<file path="config.mk">
export PLATFORM = sky130hd
export DESIGN_NAME = frac_search_seq
export DESIGN_NICKNAME = d
export VERILOG_FILES = /design/src/rtl/frac_search_pkg.sv /design/src/rtl/frac_min_tracker.sv /design/src/rtl/frac_search_seq.sv
export SDC_FILE = /design/constraint.sdc
export NUM_CORES = 1
export LEC_CHECK = 0
export ABC_AREA = 1
export CAP_MARGIN = 0
export CORE_MARGIN = 4
export CORE_UTILIZATION = 51
export CTS_BUF_LIST = sky130_fd_sc_hd__clkbuf_8
export DETAILED_ROUTE_END_ITERATION = 7
export GPL_TIMING_DRIVEN = 1
export PLACE_DENSITY_LB_ADDON = 0.1
export REMOVE_ABC_BUFFERS = 1
export SYNTH_ARGS = -nofsm -noshare
export SYNTH_HDL_FRONTEND = slang
export SYNTH_HIERARCHICAL = 1
export SYNTH_SLANG_ARGS = --single-unit
</file>
<file path="constraint.sdc">
create_clock -name clk -period 2.1 [get_ports clk]
set_input_delay 0.21 -clock clk [delete_from_list [all_inputs] [get_ports clk]]
set_output_delay 0.21 -clock clk [all_outputs]
set_load 0.005 [all_outputs]
</file>
<file path="src/rtl/frac_search_pkg.sv">
// Shared definitions for the fractional motion-search sequencer.
//   state_t     : sequencer states
//   DEF_*       : default geometry of the search
//   LINES       : padded-block lines streamed per candidate (HEIGHT+TAPS-1)
//   PRIME       : lines that only prime the filter taps (TAPS-1)
package frac_search_pkg;

    localparam int DEF_HEIGHT   = 8;
    localparam int DEF_TAPS     = 8;
    localparam int DEF_NUM_CAND = 8;
    localparam int DEF_COST_W   = 16;

    localparam int LINES = DEF_HEIGHT + DEF_TAPS - 1;
    localparam int PRIME = DEF_TAPS - 1;

    typedef enum logic [2:0] {
        IDLE      = 3'd0,
        FILL      = 3'd1,
        STREAM    = 3'd2,
        WAIT_COST = 3'd3,
        DONE      = 3'd4
    } state_t;

endpackage

</file>
<file path="src/rtl/frac_min_tracker.sv">
// Running minimum over the per-candidate costs of one search.
// Ports:
//   clk, reset   : clock, synchronous active-high reset
//   clear        : start of a new search; best_cand <- 0, best_cost <- all-ones
//   load_first   : the offered cost belongs to candidate 0 and always loads
//   cost_valid   : cost/cand are an accepted candidate result this cycle
//   cost, cand   : candidate result
//   best_cand    : index of the lowest cost seen (ties keep the lower index)
//   best_cost    : lowest cost seen
module frac_min_tracker #(
    parameter int COST_W = 16,
    parameter int CAND_W = 3
) (
    input  logic              clk,
    input  logic              reset,
    input  logic              clear,
    input  logic              load_first,
    input  logic              cost_valid,
    input  logic [COST_W-1:0] cost,
    input  logic [CAND_W-1:0] cand,
    output logic [CAND_W-1:0] best_cand,
    output logic [COST_W-1:0] best_cost
);

    logic take;

    // Strict less-than: an equal cost from a later candidate never displaces
    // the earlier one.
    assign take = cost_valid && (load_first || (cost < best_cost));

    always_ff @(posedge clk) begin
        if (reset || clear) begin
            best_cand <= '0;
            best_cost <= '1;
        end else if (take) begin
            best_cand <= cand;
            best_cost <= cost;
        end
    end

endmodule

</file>
<file path="src/rtl/frac_search_seq.sv">
// Fractional motion-search sequencer. For each candidate it streams the
// lines of the padded block into the interpolation filter (first TAPS-1
// lines only prime the taps, then filter and reference lines go together),
// waits for the candidate cost and keeps the lowest-cost candidate.
//
// Build option: FRAC_SEARCH_EARLY_TERM_EN -- when defined, an accepted cost
// of 0 finishes the search immediately after recording that candidate.
//
// Ports:
//   clk, reset  : clock, synchronous active-high reset
//   start       : begin a search (only sampled in IDLE)
//   busy        : high whenever not IDLE
//   src_ready   : line buffers can deliver the addressed lines this cycle
//   filt_addr   : padded-block line index (the line counter itself)
//   ref_addr    : reference line index during STREAM
//   cand        : current candidate / filter phase
//   filt_valid  : filter line accepted this cycle (combinational)
//   ref_valid   : reference line accepted this cycle (combinational)
//   acc_clr     : first FILL cycle of each candidate
//   cost        : candidate cost, qualified by cost_valid
//   done        : one-cycle completion pulse
//   best_cand   : lowest-cost candidate
//   best_cost   : lowest cost
//
// state     | meaning
// ----------+------------------------------------------------------------
// IDLE      | waiting for start
// FILL      | priming lines 0..TAPS-2, filter only
// STREAM    | lines TAPS-1..HEIGHT+TAPS-2, filter and reference together
// WAIT_COST | waiting for the datapath cost of the current candidate
// DONE      | completion pulse, then back to IDLE
module frac_search_seq
    import frac_search_pkg::*;
#(
    parameter int HEIGHT   = DEF_HEIGHT,
    parameter int TAPS     = DEF_TAPS,
    parameter int NUM_CAND = DEF_NUM_CAND,
    parameter int COST_W   = DEF_COST_W
) (
    input  logic                                clk,
    input  logic                                reset,
    input  logic                                start,
    output logic                                busy,
    input  logic                                src_ready,
    output logic [$clog2(HEIGHT+TAPS-1)-1:0]    filt_addr,
    output logic [$clog2(HEIGHT)-1:0]           ref_addr,
    output logic [$clog2(NUM_CAND)-1:0]         cand,
    output logic                                filt_valid,
    output logic                                ref_valid,
    output logic                                acc_clr,
    input  logic [COST_W-1:0]                   cost,
    input  logic                                cost_valid,
    output logic                                done,
    output logic [$clog2(NUM_CAND)-1:0]         best_cand,
    output logic [COST_W-1:0]                   best_cost
);

    localparam int FW = $clog2(HEIGHT + TAPS - 1);
    localparam int RW = $clog2(HEIGHT);
    localparam int CW = $clog2(NUM_CAND);

    localparam logic [FW-1:0] LAST_PRIME_LINE = FW'(TAPS - 2);
    localparam logic [FW-1:0] LAST_LINE       = FW'(HEIGHT + TAPS - 2);
    localparam logic [CW-1:0] LAST_CAND       = CW'(NUM_CAND - 1);

    state_t          state, state_nxt;
    logic [FW-1:0]   lidx, lidx_nxt;
    logic [RW-1:0]   ref_addr_nxt;
    logic [CW-1:0]   cand_nxt;
    logic            acc_clr_nxt;
    logic            done_nxt;
    logic            busy_nxt;

    logic            search_start;
    logic            cost_take;
    logic            early_stop;

    assign filt_addr    = lidx;
    assign search_start = (state == IDLE) && start;
    // Costs are only meaningful while the datapath is expected to deliver one.
    assign cost_take    = (state == WAIT_COST) && cost_valid;

`ifdef FRAC_SEARCH_EARLY_TERM_EN
    assign early_stop = (cost == '0);
`else
    assign early_stop = 1'b0;
`endif

    always_comb begin
        state_nxt    = state;
        lidx_nxt     = lidx;
        ref_addr_nxt = ref_addr;
        cand_nxt     = cand;
        acc_clr_nxt  = 1'b0;
        done_nxt     = 1'b0;
        filt_valid   = 1'b0;
        ref_valid    = 1'b0;

        case (state)
            IDLE: begin
                if (start) begin
                    state_nxt    = FILL;
                    lidx_nxt     = '0;
                    ref_addr_nxt = '0;
                    cand_nxt     = '0;
                    acc_clr_nxt  = 1'b1;
                end
            end

            FILL: begin
                filt_valid = src_ready;
                if (src_ready) begin
                    lidx_nxt = lidx + 1'b1;
                    if (lidx == LAST_PRIME_LINE) begin
                        state_nxt    = STREAM;
                        ref_addr_nxt = '0;
                    end
                end
            end

            STREAM: begin
                filt_valid = src_ready;
                ref_valid  = src_ready;
                if (src_ready) begin
                    // The counter parks on the last line while the cost is
                    // outstanding so filt_addr never leaves its legal range.
                    if (lidx == LAST_LINE) begin
                        state_nxt = WAIT_COST;
                    end else begin
                        lidx_nxt     = lidx + 1'b1;
                        ref_addr_nxt = ref_addr + 1'b1;
                    end
                end
            end

            WAIT_COST: begin
                if (cost_valid) begin
                    if ((cand == LAST_CAND) || early_stop) begin
                        state_nxt = DONE;
                        done_nxt  = 1'b1;
                    end else begin
                        state_nxt    = FILL;
                        cand_nxt     = cand + 1'b1;
                        lidx_nxt     = '0;
                        ref_addr_nxt = '0;
                        acc_clr_nxt  = 1'b1;
                    end
                end
            end

            DONE: begin
                state_nxt = IDLE;
            end

            default: begin
                state_nxt = IDLE;
            end
        endcase

        busy_nxt = (state_nxt != IDLE);
    end

    always_ff @(posedge clk) begin
        if (reset) begin
            state    <= IDLE;
            lidx     <= '0;
            ref_addr <= '0;
            cand     <= '0;
            acc_clr  <= 1'b0;
            done     <= 1'b0;
            busy     <= 1'b0;
        end else begin
            state    <= state_nxt;
            lidx     <= lidx_nxt;
            ref_addr <= ref_addr_nxt;
            cand     <= cand_nxt;
            acc_clr  <= acc_clr_nxt;
            done     <= done_nxt;
            busy     <= busy_nxt;
        end
    end

    frac_min_tracker #(
        .COST_W (COST_W),
        .CAND_W (CW)
    ) u_min_tracker (
        .clk        (clk),
        .reset      (reset),
        .clear      (search_start),
        .load_first (cand == '0),
        .cost_valid (cost_take),
        .cost       (cost),
        .cand       (cand),
        .best_cand  (best_cand),
        .best_cost  (best_cost)
    );

endmodule
</file>
==> results of run 1 <==
-- state kept, by name (all words and copies together), names as in the netlist --
name,cells
busy,1
filt_addr,4
u_min_tracker/best_cand,3
ref_addr,3
cand,3
acc_clr,1
u_min_tracker/best_cost,16
state,3
done,1
-- path summary, 6_finish.rpt --
check / slack (ns) / cells past startpoint / end / from
setup / recovery: 0.16 / 6 / filt_valid / state[2]
hold / removal: 0.49 / 2 / u_min_tracker/best_cand[1] / u_min_tracker/best_cand[1]
setup reg to reg: 0.35 / 12 / u_min_tracker/best_cost[6] / u_min_tracker/best_cost[5]
hold reg to reg: 0.49 / 2 / u_min_tracker/best_cand[1] / u_min_tracker/best_cand[1]
-- repair_timing --
action	4_1_cts	5_1_grt
hold endpoints to repair	0	0
resized for setup	0	1
setup endpoints to repair	0	1
-- power groups by stage --
stage	logic [uW]	registers [uW]	clock network, uW
6_report	204	692	492
3_5_place_dp	204	707	0
2_1_floorplan	102	706	0
3_3_place_gp	200	707	0
5_1_grt	230	694	532
4_1_cts	205	692	507
-- metrics by stage --
step | hold WS, ns | setup slack [ns] | instances
after floorplan | 0.279 | 0.414 | 296
after global placement | 0.466 | 0.108 | 406
after detailed placement | 0.474 | 0.0604 | 406
after CTS | 0.490 | 0.0822 | 413
after global routing | 0.513 | 0.0312 | 413
final | 0.487 | 0.156 | 413
-- logic make-up (layout without fill, tap and decap cells) --
| kind of cell | count (synthesis) | after routing | share of synthesized area [%] |
|---|---|---|---|
| simple gates | 167 | 167 | 37.6 |
| buf+inv | 54 | 113 | 10.4 |
| flops | 35 | 35 | 32.8 |
| compound gates | 25 | 25 | 6.09 |
| fa+ha+maj | 21 | 21 | 12.3 |
| xor+xnor | 2 | 2 | 0.819 |
-- area by class of cell --
| class | count | area [um2] | area share [%] |
|---|---|---|---|
| well taps | 50 | 62.6 | 2.20 |
| multi-input cells | 215 | 1220 | 42.9 |
| clock buffers | 6 | 82.6 | 2.91 |
| inverters | 46 | 173 | 6.08 |
| clock inverters | 1 | 5.00 | 0.176 |
| flip-flops and latches | 35 | 701 | 24.7 |
| repair buffers | 60 | 598 | 21.1 |
-- layer usage --
layer	wire length, um	vias up	global-route usage [%]	part of all wire [%]
met3	312	5	5.37	6.2
met1	2170	966	23.4	43
met5	0	-	0	0
li1	-	1093	-	-
met4	51	0	6.56	1.0
met2	2520	59	33.7	50
-- synthesized netlist by cell type --
library cell and n:
a21oi_1 17, nor2_4 4, nor2_2 3, nand2_4 4
xnor2_1 2, ha_1 21, nand2_1 65, dfxtp_1 35
o21ai_0 6, inv_1 43, nand3_2 1, nor3_2 1
buf_6 2, nand3b_1 1, nor2_1 23, nor4_1 2
nand3_1 54, nor3_1 1, inv_2 3, nand4_1 3
buf_2 1, buf_4 1, clkbuf_1 4, a31oi_1 1
nand2_2 5, o21ai_2 1
-- worst register-to-register path, cell delays in order, from the launching register on --
cell and delay (ns):
dfxtp_1 0.36, inv_1 0.06, ha_1 0.28, a21oi_1 0.14
nor2_1 0.06, nor3_2 0.09, nand2_1 0.09, nand2_1 0.08
nand2_2 0.06, nand2_4 0.09, nand2_4 0.13, nand2_1 0.12
nand3_1 0.07
==> impl_metrics.tcl, run 1 <==
set metrics [dict create \
    final_common_cell "nand2_1" \
    required_ns 1.89 \
    rows 23 \
    syn-cell-area_mm2 0.00214 \
    synth_top_cell_by_area "dfxtp_1" \
    postCtsSetupBuffers 0 \
    maxSlewViolCount 0 \
    setup-tns-final_ns 0 \
    grt_max_degree 20 \
    seq_area_frac_synth_pct 32.8 \
    place_area_mm2 0.00275 \
    cp-end-kind "output pin" \
    wirelength_um 5050 \
    critPathKind "reg -> out" \
    fin_nets 405 \
    clkSlewWorstSetupHoldPaths_ns 0.07 \
    arrival_ns 1.73 \
    grt_setup_unrepaired "false" \
    clkLatencyLatePin_ns 0.28 \
    nFillCells 359 \
    drc 0 \
    initial_utilization_pct 53.1 \
    clk_path_buf_depth 2 \
    yosysWarnings 6 \
    hold_buffers 0 \
    stdcell_area_mm2 0.00284 \
    core_mm2 0.00403 \
    fmax_ghz 0.514 \
    crit_buf_inv 2 \
    worst_slew_pin_slew_ns 0.304 \
    drive_above_1_share_pct 9.92 \
    vdd_drop_max_mv 0.350 \
    finalHoldViolations 0 \
    cp_cell_sequence "nor2_2 > nand2_2 > nand2_1 > inv_1 > nor2_1 > clkdlybuf4s50_1" \
    via_per_inst 5.14 \
    finalWeightedCongestion 0.845 \
    grt_pass1_vias 2011 \
    synth_top_area_share_pct 32.8 \
    cts_max_level 2 \
    power.share.switching_pct 25.5 \
    p_int_uw 1030 \
    slew_headroom_pct 79.7 \
    detailroute.via_count 2123 \
    dp_hpwl_um 3830 \
    final_cell_mix "nand2_1, nand3_1, clkdlybuf4s50_1" \
    status "completed" \
    min_path_type "reg -> reg" \
    pwr-share-comb_pct 14.7 \
    crit_family "buffers and inverters" \
    pin_count 55 \
    power.static_leakage_uw 0.00150 \
    setup_viol 0 \
    yosys-top-cells-area "dfxtp_1, nand3_1, ha_1" \
    cts_buffers 5 \
    maxCapViolations 0 \
    fin_crit_sh_pct 92.6 \
    synth_seq_cells 35 \
    die_area_mm2 0.00529 \
    synthToLayoutAreaGrowth_pct 32.8 \
    final_util_pct 70.5 \
    synth_area_per_cell_um2 7.03 \
    grt_overflow 0 \
    routedWlPerCell_um 12.2 \
    grt_pass1_wl_um 8410 \
    firstDrtPassIters 4 \
    grtUsageTotal_pct 19.6 \
    die_h_um 72.8 \
    pwr-share-clk_pct 35.4 \
    ys_types 26 \
    die-width_um 72.8 \
    crit_fanout 6 \
    finalCriticalPeriod_ns 1.94 \
    io_buffers 54 \
    root_buffer "clkbuf_8" \
    crit_slowest_cell "clkdlybuf4s50_1" \
    clock_sinks 35 \
    power_density_mw_per_mm2 489 \
    sequentialPowerShare_pct 49.9 \
    cpPeakStageDelay_ns 0.50 \
    drtAntennaViolNets 0 \
    p_sw_uw 355 \
    antenna_cells 0 \
    antenna_found_initial 0 \
    cp-start-kind "register" \
    syn_inst 304 \
    power_uw 1390 \
    initialDrtViolationCount 65 \
    skew_ns 0.00509 \
    cts_tree "done" \
]
Power figures use the tool's default switching activity.
==> run 2, diff against run 1 <==
CORE_UTILIZATION = 50   (was 51)
==> run 2 against run 1 <==
Effect of this change:
- register-to-register slack lost 0.03 ns
- global-route usage decreased by 0.15 points
- cell area up 0.62%
- clock-buffer cell count rose by 1
- cell count up 0.24%
- critical path depth unchanged
- core utilization down 0.068 points
- via count down 1.2%
- non-clock buffer count is the same
==> impl_metrics.tcl, run 2 (synthesis results as in run 1) <==
set metrics [dict create \
    cts-resized-gates 0 \
    finalHoldViolations 0 \
    finalWeightedCongestion 0.866 \
    power_density_mw_per_mm2 498 \
    vdd_drop_max_mv 0.457 \
    finalNonFillerCells 414 \
    fin_nets 405 \
    die-width_um 73.4 \
    fin_crit_sh_pct 93.4 \
    pin_count 55 \
    root_buffer "clkbuf_8" \
    cp-end-kind "output pin" \
    postCtsSetupBuffers 0 \
    nFillCells 353 \
    cts_tree "done" \
    finalCriticalPeriod_ns 1.96 \
    place_area_mm2 0.00275 \
    clkLatencyLatePin_ns 0.28 \
    worst_slew_pin_slew_ns 0.309 \
    initialDrtViolationCount 86 \
    grt_overflow 0 \
    maxCapViolations 0 \
    synthToLayoutAreaGrowth_pct 33.6 \
    r2r_setup_slack_ns 0.32 \
    crit_fanout 6 \
    setup-tns-final_ns 0 \
    r2r-start "u_min_tracker/best_cost[5]" \
    final_util_pct 70.4 \
    r2r_cells 12 \
    dp_hpwl_um 3770 \
    setup_viol 0 \
    initial_utilization_pct 52.7 \
    power_uw 1420 \
    fmax_ghz 0.510 \
    skew_ns 0.00701 \
    drc 0 \
    final_common_cell "nand2_1" \
    rows 23 \
    crit_end "filt_valid" \
    dp_cells 406 \
    arrival_ns 1.75 \
    stdcell_area_mm2 0.00286 \
    clkSlewWorstSetupHoldPaths_ns 0.07 \
    min_path_type "reg -> reg" \
    status "completed" \
    top_register "u_min_tracker/best_cost" \
    largest_reg_flops 16 \
    die_area_mm2 0.00539 \
    io_buffers 54 \
    hold_buffers 0 \
    firstDrtPassIters 4 \
    die_h_um 73.4 \
    power.static_leakage_uw 0.00151 \
    wirelength_um 4930 \
    antenna_cells 0 \
    drive_above_1_share_pct 9.89 \
    r2r_end "u_min_tracker/best_cost[7]" \
    clock_sinks 35 \
    regArea_um2 701 \
    detailroute.via_count 2097 \
    slew_headroom_pct 79.3 \
    grt_pass1_wl_um 8300 \
    crit_start "state[2]" \
    cts_buffers 5 \
    cp-start-kind "register" \
    routedWlPerCell_um 11.9 \
    antenna_found_initial 0 \
    grt_max_degree 20 \
    critPathKind "reg -> out" \
    drtAntennaViolNets 0 \
    final_cell_mix "nand2_1, nand3_1, clkdlybuf4s50_1" \
    core_mm2 0.00406 \
    required_ns 1.89 \
    multi_input_area_mm2 0.00122 \
    grt_setup_unrepaired "false" \
    clk_path_buf_depth 2 \
    grtUsageTotal_pct 19.4 \
    cts_max_level 2 \
    via_per_inst 5.07 \
    grt_pass1_vias 1968 \
    maxSlewViolCount 0 \
]
run 2: area by class of cell:
| cell class | count | share of cell area [%] |
|---|---|---|
| clock inverter | 1 | 0.131 |
| inverter | 46 | 6.04 |
| timing repair buffer | 60 | 20.9 |
| multi-input combinational | 215 | 42.8 |
| tap | 50 | 2.19 |
| clock buffer | 7 | 3.37 |
| sequential | 35 | 24.5 |
run 2: per-stage QoR:
stage               hold slack, ns  setup slack [ns]
global placement             0.464            0.0590
finish                       0.483             0.139
CTS                          0.487            0.0477
floorplan                    0.279             0.414
global route                 0.511            0.0264
detailed placement           0.472            0.0334
run 2: report_power, final:
| part | switching (uW) | leakage, uW | internal [uW] | total [uW] |
|---|---|---|---|---|
| registers | 15.1 | 0.000284 | 677 | 692 |
| logic | 105 | 0.00117 | 99.1 | 204 |
| clock network | 232 | 0.0000557 | 294 | 526 |
| total | 352 | 0.00151 | 1070 | 1420 |
run 2: worst min-delay path by stage:
stage,startpoint,end,slack (ns),cells past startpoint
floorplan,reset,cand[1],0.28,1
global placement,u_min_tracker/best_cost[3],u_min_tracker/best_cost[3],0.46,2
detailed placement,u_min_tracker/best_cost[12],u_min_tracker/best_cost[12],0.47,2
CTS,u_min_tracker/best_cost[12],u_min_tracker/best_cost[12],0.49,2
global route,u_min_tracker/best_cand[1],u_min_tracker/best_cand[1],0.51,2
finish,u_min_tracker/best_cost[12],u_min_tracker/best_cost[12],0.48,2
run 2: critical path, stage by stage (launching register included):
cell and delay (ns):
dfxtp_1 0.40, nor2_4 0.16, nand2_2 0.11, nand2_1 0.12
inv_1 0.08, nor2_1 0.09, clkdlybuf4s50_1 0.50
run 2: metal layers:
metal / global-route usage (%) / vias to the layer above / part of all wire [%]
met4: 9.46 / 0 / 1.7
met1: 22.5 / 936 / 44
met5: 0 / - / 0
li1: - / 1097 / -
met2: 33.5 / 57 / 48
met3: 4.38 / 7 / 6.4
==> run 3, diff against run 2 <==
CAP_MARGIN = default   (was 0)
==> results of run 3 <==
No change in the layout: final DEF, timing and power equal those of run 2.
